**src/rtl/tetris_field_render.sv**
```systemverilog
// rtl/tetris_field_render.sv - three-stage brick field renderer with runtime origin, palette and row flash
module tetris_field_render #(
  parameter int          PIX_WIDTH     = 12,
  parameter int          COL_CNT       = 10,
  parameter int          ROW_CNT       = 20,
  parameter int          COLOR_W       = 3,
  parameter int          BRICK_X       = 30,
  parameter int          BRICK_Y       = 30,
  parameter int          BORDER_X      = 2,
  parameter int          BORDER_Y      = 2,
  parameter int          START_X       = 300,
  parameter int          START_Y       = 200,
  parameter int          FLASH_FRAMES  = 8,
  parameter int          FLASH_TOGGLES = 6,
  parameter logic [23:0] FLASH_COLOR   = 24'hFFFFFF
) (
  input  logic                                clk_i,
  input  logic                                rst_i,
  input  logic [PIX_WIDTH-1:0]                pix_x_i,
  input  logic [PIX_WIDTH-1:0]                pix_y_i,
  input  logic                                pix_valid_i,
  input  logic                                frame_start_i,
  input  logic [PIX_WIDTH-1:0]                start_x_i,
  input  logic [PIX_WIDTH-1:0]                start_y_i,
  input  logic [ROW_CNT*COL_CNT*COLOR_W-1:0]  field_i,
  input  logic [(2**COLOR_W)*24-1:0]          palette_i,
  input  logic [23:0]                         border_color_i,
  input  logic [ROW_CNT-1:0]                  flash_rows_i,
  input  logic                                flash_start_i,
  output logic                                flash_busy_o,
  output logic                                flash_done_o,
  output logic [23:0]                         vga_data_o,
  output logic                                vga_data_en_o,
  output logic                                vga_valid_o
);
  localparam int PITCH_X = BRICK_X + BORDER_X;
  localparam int PITCH_Y = BRICK_Y + BORDER_Y;
  localparam int FIELD_W = COL_CNT * PITCH_X + BORDER_X;
  localparam int FIELD_H = ROW_CNT * PITCH_Y + BORDER_Y;
  localparam int COL_W   = $clog2(COL_CNT + 1);
  localparam int ROW_W   = $clog2(ROW_CNT + 1);
  localparam int FC_W    = $clog2(FLASH_FRAMES + 1);
  localparam int TC_W    = $clog2(FLASH_TOGGLES + 1);

  typedef logic signed [PIX_WIDTH:0] delta_t;
  typedef enum logic {IDLE, FLASH} state_t;

  state_t               state;
  logic [PIX_WIDTH-1:0] org_x, org_y;
  logic [ROW_CNT-1:0]   flash_mask;
  logic                 flash_phase;
  logic [FC_W-1:0]      frame_cnt;
  logic [TC_W-1:0]      tog_cnt;

  delta_t               s1_dx, s1_dy;
  logic                 s1_in_x, s1_in_y, s1_valid;
  logic [COL_W-1:0]     s2_col;
  logic [ROW_W-1:0]     s2_row;
  logic                 s2_in_brick, s2_in_field, s2_flash, s2_valid;

  delta_t               dx_c, dy_c;
  logic [PIX_WIDTH-1:0] ux, uy, col_c, row_c, mod_x, mod_y;
  logic                 brick_x, brick_y;
  logic [ROW_CNT-1:0]   mask_sel;
  logic [COLOR_W-1:0]   cidx;
  logic [23:0]          pal_c;

  assign dx_c = $signed({1'b0, pix_x_i}) - $signed({1'b0, org_x});
  assign dy_c = $signed({1'b0, pix_y_i}) - $signed({1'b0, org_y});
  assign flash_busy_o = (state == FLASH);

  // Once S1 says the pixel is in range the delta is non-negative, so its low bits are the magnitude.
  always_comb begin
    ux       = s1_dx[PIX_WIDTH-1:0];
    uy       = s1_dy[PIX_WIDTH-1:0];
    col_c    = ux / PIX_WIDTH'(PITCH_X);
    row_c    = uy / PIX_WIDTH'(PITCH_Y);
    mod_x    = ux % PIX_WIDTH'(PITCH_X);
    mod_y    = uy % PIX_WIDTH'(PITCH_Y);
    brick_x  = s1_in_x && (mod_x >= PIX_WIDTH'(BORDER_X)) && (col_c < PIX_WIDTH'(COL_CNT));
    brick_y  = s1_in_y && (mod_y >= PIX_WIDTH'(BORDER_Y)) && (row_c < PIX_WIDTH'(ROW_CNT));
    mask_sel = flash_mask >> row_c;
  end

  always_comb begin
    cidx = '0;
    if (s2_in_brick)
      cidx = field_i[(int'(s2_row) * COL_CNT + int'(s2_col)) * COLOR_W +: COLOR_W];
    pal_c = palette_i[int'(cidx) * 24 +: 24];
  end

  always_ff @(posedge clk_i or posedge rst_i) begin
    if (rst_i) begin
      s1_dx         <= '0;
      s1_dy         <= '0;
      s1_in_x       <= 1'b0;
      s1_in_y       <= 1'b0;
      s1_valid      <= 1'b0;
      s2_col        <= '0;
      s2_row        <= '0;
      s2_in_brick   <= 1'b0;
      s2_in_field   <= 1'b0;
      s2_flash      <= 1'b0;
      s2_valid      <= 1'b0;
      vga_data_o    <= '0;
      vga_data_en_o <= 1'b0;
      vga_valid_o   <= 1'b0;
    end else begin
      s1_dx    <= dx_c;
      s1_dy    <= dy_c;
      s1_in_x  <= !dx_c[PIX_WIDTH] && (dx_c < delta_t'(FIELD_W));
      s1_in_y  <= !dy_c[PIX_WIDTH] && (dy_c < delta_t'(FIELD_H));
      s1_valid <= pix_valid_i;

      s2_col      <= COL_W'(col_c);
      s2_row      <= ROW_W'(row_c);
      s2_in_brick <= brick_x && brick_y;
      s2_in_field <= s1_in_x && s1_in_y;
      s2_flash    <= brick_x && brick_y && flash_phase && mask_sel[0];
      s2_valid    <= s1_valid;

      vga_valid_o   <= s2_valid;
      vga_data_en_o <= s2_in_field;
      if (!s2_in_field)
        vga_data_o <= '0;
      else if (!s2_in_brick)
        vga_data_o <= border_color_i;
      else if (s2_flash)
        vga_data_o <= FLASH_COLOR;
      else
        vga_data_o <= pal_c;
    end
  end

  // Origin only moves on frame boundaries; the final toggle ends the sequence on the same edge.
  always_ff @(posedge clk_i or posedge rst_i) begin
    if (rst_i) begin
      state        <= IDLE;
      org_x        <= PIX_WIDTH'(START_X);
      org_y        <= PIX_WIDTH'(START_Y);
      flash_mask   <= '0;
      flash_phase  <= 1'b0;
      frame_cnt    <= '0;
      tog_cnt      <= '0;
      flash_done_o <= 1'b0;
    end else begin
      flash_done_o <= 1'b0;
      if (frame_start_i) begin
        org_x <= start_x_i;
        org_y <= start_y_i;
      end
      case (state)
        IDLE: begin
          if (flash_start_i) begin
            state       <= FLASH;
            flash_mask  <= flash_rows_i;
            flash_phase <= 1'b1;
            frame_cnt   <= '0;
            tog_cnt     <= '0;
          end
        end
        FLASH: begin
          if (frame_start_i) begin
            if (frame_cnt == FC_W'(FLASH_FRAMES - 1)) begin
              frame_cnt <= '0;
              if (tog_cnt == TC_W'(FLASH_TOGGLES - 1)) begin
                state        <= IDLE;
                flash_mask   <= '0;
                flash_phase  <= 1'b0;
                tog_cnt      <= '0;
                flash_done_o <= 1'b1;
              end else begin
                flash_phase <= ~flash_phase;
                tog_cnt     <= tog_cnt + 1'b1;
              end
            end else begin
              frame_cnt <= frame_cnt + 1'b1;
            end
          end
        end
        default: state <= IDLE;
      endcase
    end
  end
endmodule

```
**config.mk**
```make
export PLATFORM = sky130hd
export DESIGN_NAME = tetris_field_render
export DESIGN_NICKNAME = d
export VERILOG_FILES = /design/src/rtl/tetris_field_render.sv
export SDC_FILE = /design/constraint.sdc
export NUM_CORES = 1
export LEC_CHECK = 0
export BUFFER_PORTS_ARGS = -buffer_cell sky130_fd_sc_hd__buf_4
export CORE_AREA = 2 2 359 361
export CTS_CLUSTER_DIAMETER = 80
export CTS_CLUSTER_SIZE = 8
export DETAILED_ROUTE_END_ITERATION = 10
export DIE_AREA = 0 0 361 363
export GPL_TIMING_DRIVEN = 0
export PLACE_DENSITY = 0.34
export SLEW_MARGIN = 20
export SYNTH_ARGS = -nofsm -noshare
export SYNTH_HDL_FRONTEND = slang
export SYNTH_SLANG_ARGS = --single-unit
```
**constraint.sdc**
```tcl
create_clock -name clk_i -period 5.9 [get_ports clk_i]
set_input_delay 0.885 -clock clk_i [delete_from_list [all_inputs] [get_ports clk_i]]
set_output_delay 0.885 -clock clk_i [all_outputs]
set_load 0.01 [all_outputs]
```
# Word level (Yosys, flattened, before mapping)
# Index checks and enable logic that the tools add are counted.
[word_totals] romBits=0 ramBits=0 n_memories=0 latchBits=0 in_bits=889 elab_cells=94 ff_bits=120 out_inout_bits=28
[classes] div=0 addsub=5 bitwise=2 n_eq_ne=6 reduce_logical=15 n_shift=3 multipliers=3 mux=32 n_lt_le_gt_ge=6
[ops] op="$shiftx A600 B13 Y3" n=1
[ops] op="$shiftx A192 B9 Y24" n=1
[ops] op="$mux W20" n=4
[ops] op="$mux W24" n=3
[ops] op="$pmux W20 S2" n=1
[ops] op="$sub A12 B12 Y13" n=2
[ops] op="$shr A20 B7 Y1" n=1
[ops] op="$mux W3" n=5
[ops] op="$lt A13 B10 Y1 const B" n=1
[ops] op="$lt A13 B11 Y1 const B" n=1
[ops] op="$mul A10 B2 Y12 const B" n=1
[ops] op="$mux W1" n=12
[ops] op="$mux W4" n=3
[ops] op="$add A9 B4 Y10" n=1
[ops] op="$ge A5 B2 Y1 const B" n=2
[ops] op="$logic_and A1 B1 Y1" n=10
[ops] op="$mul A5 B3 Y8 const B" n=1
[ops] op="$pmux W4 S2" n=1
[ops] op="$lt A7 B4 Y1 const B" n=1
[ops] op="$lt A7 B5 Y1 const B" n=1
[ops] op="$pmux W3 S2" n=1
[ops] op="$mul A3 B2 Y5 const B" n=1
[ops] op="$add A4 B1 Y4 const B" n=1
[ops] op="$eq A4 B3 Y1 const B" n=1
[ops] op="other kinds (10)" n=15

# Logic depth before layout (Yosys ltp)
# Gate-level depths: netlist (run 1).
[logic_depth] depth_word=10 ltp_mapped=18 mapped_depth_nobuf=13

# Worst setup path before layout (run 1)
# No wires, ideal clock.
[synth_path] kind="flip-flop to flip-flop" start="reg s2_row[1]" end="reg vga_data_o[22]" path_slack_ns=1.779 period_less_slack_ns=4.121 path_stages_with_launch=15 arrival_ns=4.000 required_ns=5.778 setup_time_ns=0.122 n_path_buf=2 path_cell_list="dfrtp_1 -> ha_1 -> ha_1 -> fa_1 -> nand2_1 -> a211oi_1 -> nor3_1 -> or2_1 -> buf_4 -> a2111oi_0 -> o32ai_2 -> or4b_1 -> buf_2 -> or3b_1 -> o2111a_1"
[synth_via] elab_chain_cells=10
[synth_rtl] element="from (decl)" line="58" rtl="logic [ROW_W-1:0] s2_row;"
[synth_rtl] element="from (signal assigned)" line="116" rtl="s2_row <= ROW_W'(row_c);"
[synth_rtl] element="$mul A5 B3 Y8" line="88" rtl="cidx = field_i[(int'(s2_row) * COL_CNT + int'(s2_col)) * COLOR_W +: COLOR_W];"
[synth_rtl] element="$add A9 B4 Y10" line="88"
[synth_rtl] element="$mul A10 B2 Y12" line="88"
[synth_rtl] element="$shiftx A600 B13 Y3" line="88"
[synth_rtl] element="$mux W3" line="87" rtl="if (s2_in_brick)"
[synth_rtl] element="$mul A3 B2 Y5" line="89" rtl="pal_c = palette_i[int'(cidx) * 24 +: 24];"
[synth_rtl] element="$shiftx A192 B9 Y24" line="89"
[synth_rtl] element="$mux W24" line="128" rtl="else if (s2_flash)"
[synth_rtl] element="$mux W24" line="126" rtl="else if (!s2_in_brick)"
[synth_rtl] element="$mux W24" line="124" rtl="if (!s2_in_field)"
[synth_rtl] element="to (signal assigned)" line="127" rtl="vga_data_o <= border_color_i;"
[synth_rtl] element="to (signal assigned)" line="131" rtl="vga_data_o <= pal_c;"
[synth_rtl] element="to (decl)" line="32" rtl="output logic [23:0] vga_data_o,"
# No other way between the ends.
# A chain may end at the register's enable or synchronous reset.

# Worst setup path in the final report (run 1)
[layout_path] start="reg s2_row[0]" end="reg vga_data_o[0]"
# Same word-level chain as after synthesis.

==> results of run 1 <==
area by class of cell:
| class | instances | area share (%) |
|---|---|---|
| Sequential cell | 118 | 12.9 |
| Antenna cell | 14 | 0.153 |
| Clock inverter | 15 | 0.705 |
| Inverter | 52 | 0.885 |
| Timing Repair Buffer | 920 | 30.3 |
| Multi-Input combinational cell | 924 | 40.5 |
| Buffer | 94 | 3.50 |
| Clock buffer | 17 | 1.86 |
| Tap cell | 1662 | 9.08 |
registers in the layout (all words and copies together) (netlist names), 3 cells and up:
register and flops:
org_x 12, tog_cnt 3, flash_mask 20, s2_col 4, s1_dy 11, frame_cnt 4
org_y 12, s1_dx 11, s2_row 5, vga_data_o 24
worst paths after layout:
| kind | startpoint | to | slack (ps) | cells past startpoint |
|---|---|---|---|---|
| worst max register to register | s2_row[0] | vga_data_o[0] | 290 | 16 |
| max in group asynchronous | rst_i | org_x[2] | 4780 | 3 |
| worst max-delay path | s2_row[0] | vga_data_o[0] | 290 | 16 |
| worst min register to register | s1_dx[5] | s2_col[0] | 350 | 0 |
| worst min-delay path | rst_i | s1_valid | 350 | 2 |
| min in group clk_i | s1_dx[5] | s2_col[0] | 350 | 0 |
kinds of logic (layout without fill, tap and decap cells):
| logic type | after synthesis | after routing | share of synthesized area (%) |
|---|---|---|---|
| buffers and inverters | 147 | 1098 | 7.50 |
| adder cells (fa/ha/maj) | 38 | 38 | 3.85 |
| XOR/XNOR | 14 | 14 | 0.990 |
| other | 0 | 14 | 0 |
| AO/OA/AOI/OAI | 232 | 232 | 13.5 |
| flip-flops | 118 | 118 | 22.5 |
| AND/OR/NAND/NOR | 349 | 349 | 12.6 |
| multiplexers | 291 | 291 | 39.0 |
cells in the final DEF, fill, tap and decap left out, drive strengths merged, types with 5 or more instances in the layout:
master / instances
buf: 979
dfrtp: 111
mux2: 51
a211oi: 7
nor3: 22
nand3: 10
and2: 30
a2111oi: 28
a31oi: 8
ha: 34
mux2i: 77
and3: 5
nand2: 162
dfstp: 7
o2111ai: 6
a211o: 5
a21oi: 27
xor2: 5
nand4: 15
o21ai: 71
o21a: 6
xnor2: 9
a21boi: 11
nor2: 72
diode: 14
o2bb2ai: 23
clkbuf: 46
mux4: 163
inv: 59
nor2b: 9
metal layers:
| layer | part of all wire [%] | GRT usage [%] | wire length (microns) |
|---|---|---|---|
| met1 | 44 | 20.8 | 48200 |
| met2 | 49 | 27.6 | 54100 |
| met3 | 5.7 | 4.12 | 6310 |
| met4 | 1.1 | 3.31 | 1170 |
| met5 | 0.087 | 0 | 96 |
worst reg2reg max path, cell delays in order (launching register included):
cell,delay [ps]
dfrtp_1,390
ha_1,220
inv_1,60
fa_1,680
clkbuf_8,310
buf_2,500
mux4_2,430
mux2i_1,150
a21oi_1,310
o211ai_1,140
a2111o_1,460
a211o_1,350
buf_6,170
buf_8,170
mux2_1,390
nor2_1,570
a2111oi_2,170
per-stage QoR:
step                      cells  worst slack (ps)  utilization, %
after floorplan            1189              1780               -
after global placement     3766             -1230            17.4
after detailed placement   3768              -722            17.4
after CTS                  3802              3.42            18.0
after global routing       3807              24.5            18.0
final                      3816               291            18.0
repair_timing:
item	CTS	global route
hold endpoints to repair	0	0
resized for setup	12	5
endpoints found under the setup margin	24	7
setup buffers	3	0
report_power, final:
part           internal, mW  switching, mW  leakage (nW)  total (mW)
clock                 0.596          0.502         0.280        1.10
sequential            0.921         0.0815          1.45        1.00
combinational          2.26           3.44          8.60        5.69
total                  3.77           4.02          10.3        7.79
==> run metrics, run 1 <==
largest net degree at the start of global routing=84; initial antenna violation count=40; deepest clock path buffer count=2; vias in the first global route=15900; Synth cell types=91; Final Slew Violations=0; die width=361 microns; total routed wirelength=approximately 110000 microns; status=complete, no violations; Async SR Flop Fraction=100%; Vias/cell=between 3 and 4; leakage power=approximately 10 nW; Multi-input gate area=9280 sq um; Mapped Area=~13000 sq um; Mapped Nets=2116; Crit Path Category=flop to flop; Synth top area share=23.0%; CTS tree=built; syn avg cell area=11.1 sq um; Worst Hold Class=primary input to asynchronous set/reset pin; global-route wire length before repair=144000 microns; grt ovf=0; final-report hold violation count=0; drc violations=0; Worst EP arrival=5940 ps; HPWL after detailed placement=~97000 microns; Worst Path Required=slightly above 6000 ps; Setup TNS=0 ps; total power=7.79 mW; critical path's top delay family=compound AO/OA/AOI/OAI gates; ranking of synthesized cells by area=mux4_2 23%, dfrtp_1 21%, mux2i_1 5.9%, mux4_1 5.8%, nand2_1 4.6%; 1st-pass router iterations=5; critical path peak fanout=10; pwr/cell area=340 nW/um^2; Die Y=363 microns; max-cap viol count=0; critical path endpoint category=flop; Worst-path clk slew=roughly 70 ps; average wire per standard cell=between 20 and 30 microns; Worst-Skew Late Latency=490 ps; post-route cell area=22900 sq um; crit-path max cell delay=680 ps; GPL Wtd Cong=~0.95; flops & latches, synth=118; Area Growth Syn to Fin=74.3%; crit-path cells=ha_1 -> inv_1 -> fa_1 -> clkbuf_8 -> buf_2 -> mux4_2 -> mux2i_1 -> a21oi_1 -> o211ai_1 -> a2111o_1 -> a211o_1 -> buf_6 -> buf_8 -> mux2_1 -> nor2_1 -> a2111oi_2; Cell Rows=131; RSZ-0062 raised after global routing=false; Syn Inst Count=about 1200; Initial Util=10.3%; DRT antenna net count=0; critical path's slowest cell=fa_1; Worst slew margin=22.1%; Clock Skew=15.9 ps; VDD IR-drop max=0.000236 V; CTS root buf=clkbuf_16; io pins=917; top_reg_cell synth=dfrtp_1; Buffers & Inverters on Critical Path=5; Nets=3054; Syn. warnings=0; top-count cell post-synth=nand2_1; DR iter-0 viols=677; clock sinks=118; Final min period=5610 ps; number of synthesized flops with an enable pin=0; Fin Hold WS=348 ps; Setup violations, final=0; period utilization=95.1%; sequential share of the synthesized area=approximately 23%; die area=between 100000 and 150000 sq um; filler cell count=14300; commonest cells in the netlist=161 x nand2_1, 134 x mux4_2, 111 x dfrtp_1; fmax=0.178 GHz; CTS H-tree depth=4; startpoint types=flop; total core area=127000 sq um; PortBufs=between 900 and 1000; cts bufs inserted=17; hold_buf cts=0; Worst Tran Pin Value=1160 ps; routed vias=14600; top cell type by total area after synthesis=mux4_2; total track usage=16.3%; Sequential cell area=2960 sq um; Placed Area=22200 sq um; share of cells above drive strength 1=59.9%
Note: power is estimated with default switching activity, not from simulation.
==> run 2: changes to the inputs <==
--- a/config.mk
+++ b/config.mk
@@ -5,14 +5,15 @@
 export SDC_FILE = /design/constraint.sdc
 export NUM_CORES = 1
 export LEC_CHECK = 0
+export ABC_AREA = 1
 export BUFFER_PORTS_ARGS = -buffer_cell sky130_fd_sc_hd__buf_4
-export CORE_AREA = 2 2 359 361
+export CORE_AREA = 2 2 357 359
 export CTS_CLUSTER_DIAMETER = 80
 export CTS_CLUSTER_SIZE = 8
 export DETAILED_ROUTE_END_ITERATION = 10
-export DIE_AREA = 0 0 361 363
+export DIE_AREA = 0 0 359 361
 export GPL_TIMING_DRIVEN = 0
-export PLACE_DENSITY = 0.34
+export PLACE_DENSITY = 0.35
 export SLEW_MARGIN = 20
 export SYNTH_ARGS = -nofsm -noshare
 export SYNTH_HDL_FRONTEND = slang
==> run 2 against run 1 <==
Net effect:
- cell count increased by 34%
- routed wire length increased by 25%
- non-clock buffer count grew 91
- sequential power grew 11%
- clock-buffer cell count did not move
- sequential share of layout area down 0.48 points
- clock skew barely moved
- via count increased by 46%
- hold slack got worse by 5.6 ps
- combinational power grew 61%
- critical path type unchanged
- largest cell class unchanged
- highest routed layer unchanged
==> run metrics, run 2 <==
Syn Inst Count=about 2500; pwr/cell area=479 nW/um^2; Final min period=5560 ps; Worst Hold Class=flop to flop; Crit Path Category=flop to flop; critical path peak fanout=10; Async SR Flop Fraction=100%; Worst slew margin=28.6%; placed cell count=5043; most used cell, CP=nand3_1; average wire per standard cell=27.0 microns; Mapped Area=about 14000 sq um; period utilization=94.2%; Nets=4339; clock sinks=118; Synth cell types=43; commonest non-fill, non-tap cell in the layout=buf_4; flops & latches, synth=118; Area Growth Syn to Fin=68.5%; Initial Util=a little under an eighth; hold_buf cts=0; Top Registers=vga_data_o: 24 flops, flash_mask: 20 flops; die area=130000 sq um; commonest non-fill, non-tap cells in the layout=943 x buf_4, 537 x nand3_1, 527 x nor2_1; critical path's slowest cell=clkinv_1; CTS root buf=clkbuf_16; fmax=0.180 GHz; PortBufs=916; initial antenna violation count=44; grt ovf=0; startpoint types=flop; 1st-pass router iterations=5; Worst Path Required=6280 ps; Worst-Skew Late Latency=between 400 and 500 ps; critical path's top delay family=simple AND/OR/NAND/NOR gates; drc violations=0; Final Slew Violations=0; syn avg cell area=5.70 sq um; Gates resized, CTS repair=0; VDD IR-drop max=0.000270 V; total power=11.4 mW; critical path endpoint category=flop; Setup violations, final=0; DRT antenna net count=0; top-count cell post-synth=nand3_1; largest net degree at the start of global routing=66; die width=359 microns; Die Y=361 microns; total core area=125000 sq um; Syn. warnings=0; Mapped Nets=3402; crit-path cells=ha_1 -> ha_1 -> xnor2_1 -> clkinv_1 -> buf_1 -> nand3_1 -> nand3_1 -> nand3_1 -> nand3_1 -> nand2_1 -> nand2_1 -> nand2_2 -> clkbuf_1 -> nand2_1 -> nand3_1 -> nand3_1 -> nand3_1 -> nand2_1 -> inv_1; Clock Skew=15.5 ps; global-route wire length before repair=between 150000 and 200000 microns; cts bufs inserted=17; Synth top area share=~20%; non-filler cells, final=5104; total routed wirelength=138000 microns; vias in the first global route=21700; Vias/cell=4.18; RSZ-0062 raised after global routing=false; top cell type by total area after synthesis=dfrtp_1; CTS tree=built; deepest clock path buffer count=2; HPWL after detailed placement=115000 microns; top_reg_cell synth=dfrtp_1; routed vias=21300; Worst EP arrival=approximately 5900 ps; max reg flops=24; Biggest register=vga_data_o; ranking of synthesized cells by area=dfrtp_1 20%, nand3_1 19%, nor2_1 14%, o21ai_0 9.7%, nand2_1 9.5%; final-report hold violation count=0; post-CTS setup buffers=0; crit-path max cell delay=640 ps; Worst-path clk slew=80 ps; sequential share of the synthesized area=21.0%; max-cap viol count=0; number of synthesized flops with an enable pin=0; Buffers & Inverters on Critical Path=4; Cell Rows=130; commonest cells in the netlist=537 x nand3_1, 527 x nor2_1, 359 x nand2_1; filler cell count=14800; status=complete, no violations; Worst Tran Pin Value=1060 ps; CTS H-tree depth=4; GPL Wtd Cong=between 0.9 and 1; total track usage=between 20 and 25%; share of cells above drive strength 1=33.2%; io pins=917; DR iter-0 viols=approximately 1600; leakage power=about 12 nW
-- run 2: changes by cell type in the layout (fill, tap and decap cells not counted), moves of 29 or more --
cell      previous run  this run
buf_2               22        84
clkbuf_1            17        54
inv_1               50       208
mux2_2              48         2
mux2i_1             76         0
mux4_1              29         0
mux4_2             134         0
nand2_1            161       359
nand3_1             10       537
nor2_1              64       527
o211ai_1             3        59
o21ai_0             69       273
or2_2                1        46
-- run 2: metrics by stage --
stage | setup slack (ps) | setup TNS (ps) | hold WS, ps | cell area [sq um] | util [%]
2_1_floorplan | 1900 | 0 | 331 | 14100 | -
3_3_place_gp | -579 | -55020 | 331 | 23100 | 18.4
3_5_place_dp | 235 | 0 | 340 | 23100 | 18.4
4_1_cts | 216 | 0 | 339 | 23700 | 18.9
5_1_grt | 111 | 0 | 340 | 23800 | 19.0
6_report | 340 | 0 | 343 | 23800 | 19.0
-- run 2: final timing paths --
kind / start / to / slack, ps / cells past startpoint
min in group asynchronous: rst_i / vga_data_o[14] / 450 / 2
min reg2reg: s2_valid / vga_valid_o / 340 / 0
max reg2reg: s2_row[0] / vga_data_o[10] / 340 / 19
max: s2_row[0] / vga_data_o[10] / 340 / 19
max in group asynchronous: rst_i / org_x[8] / 4650 / 3
min: s2_valid / vga_valid_o / 340 / 0
-- run 2: power by group --
group,switching (mW),internal (mW),total (mW),leakage [nW]
combinational,6.72,2.46,9.18,9.98
clock,0.471,0.633,1.10,0.292
sequential,0.116,0.991,1.11,1.45
-- run 2: layout make-up --
cell class | instances | area [sq um] | share of cell area, %
inverters | 213 | 810 | 3.40
plain buffers | 187 | 953 | 4.01
well taps | 1650 | 2060 | 8.68
clock buffers | 17 | 425 | 1.79
repair buffers | 918 | 6920 | 29.1
clock inverters | 15 | 168 | 0.705
flip-flops and latches | 118 | 2960 | 12.5
multi-input cells | 1957 | 9410 | 39.6
diodes | 29 | 72.6 | 0.305
-- run 2: logic make-up after synthesis --
logic type      after synthesis  synth area share [%]
xor+xnor                     23                  1.48
buf+inv                     400                  12.4
mux                           2                 0.159
simple gates               1491                  45.6
flops                       118                  21.0
compound gates              403                  15.8
fa+ha+maj                    38                  3.58
-- run 2: per-layer routing --
layer | part of all wire, % | up-vias | global-route usage [%]
met5 | 0.041 | - | 0
met4 | 2.8 | 10 | 6.43
met3 | 5.8 | 124 | 3.89
met2 | 50 | 874 | 36.7
met1 | 41 | 10300 | 24.2
li1 | - | 10100 | -
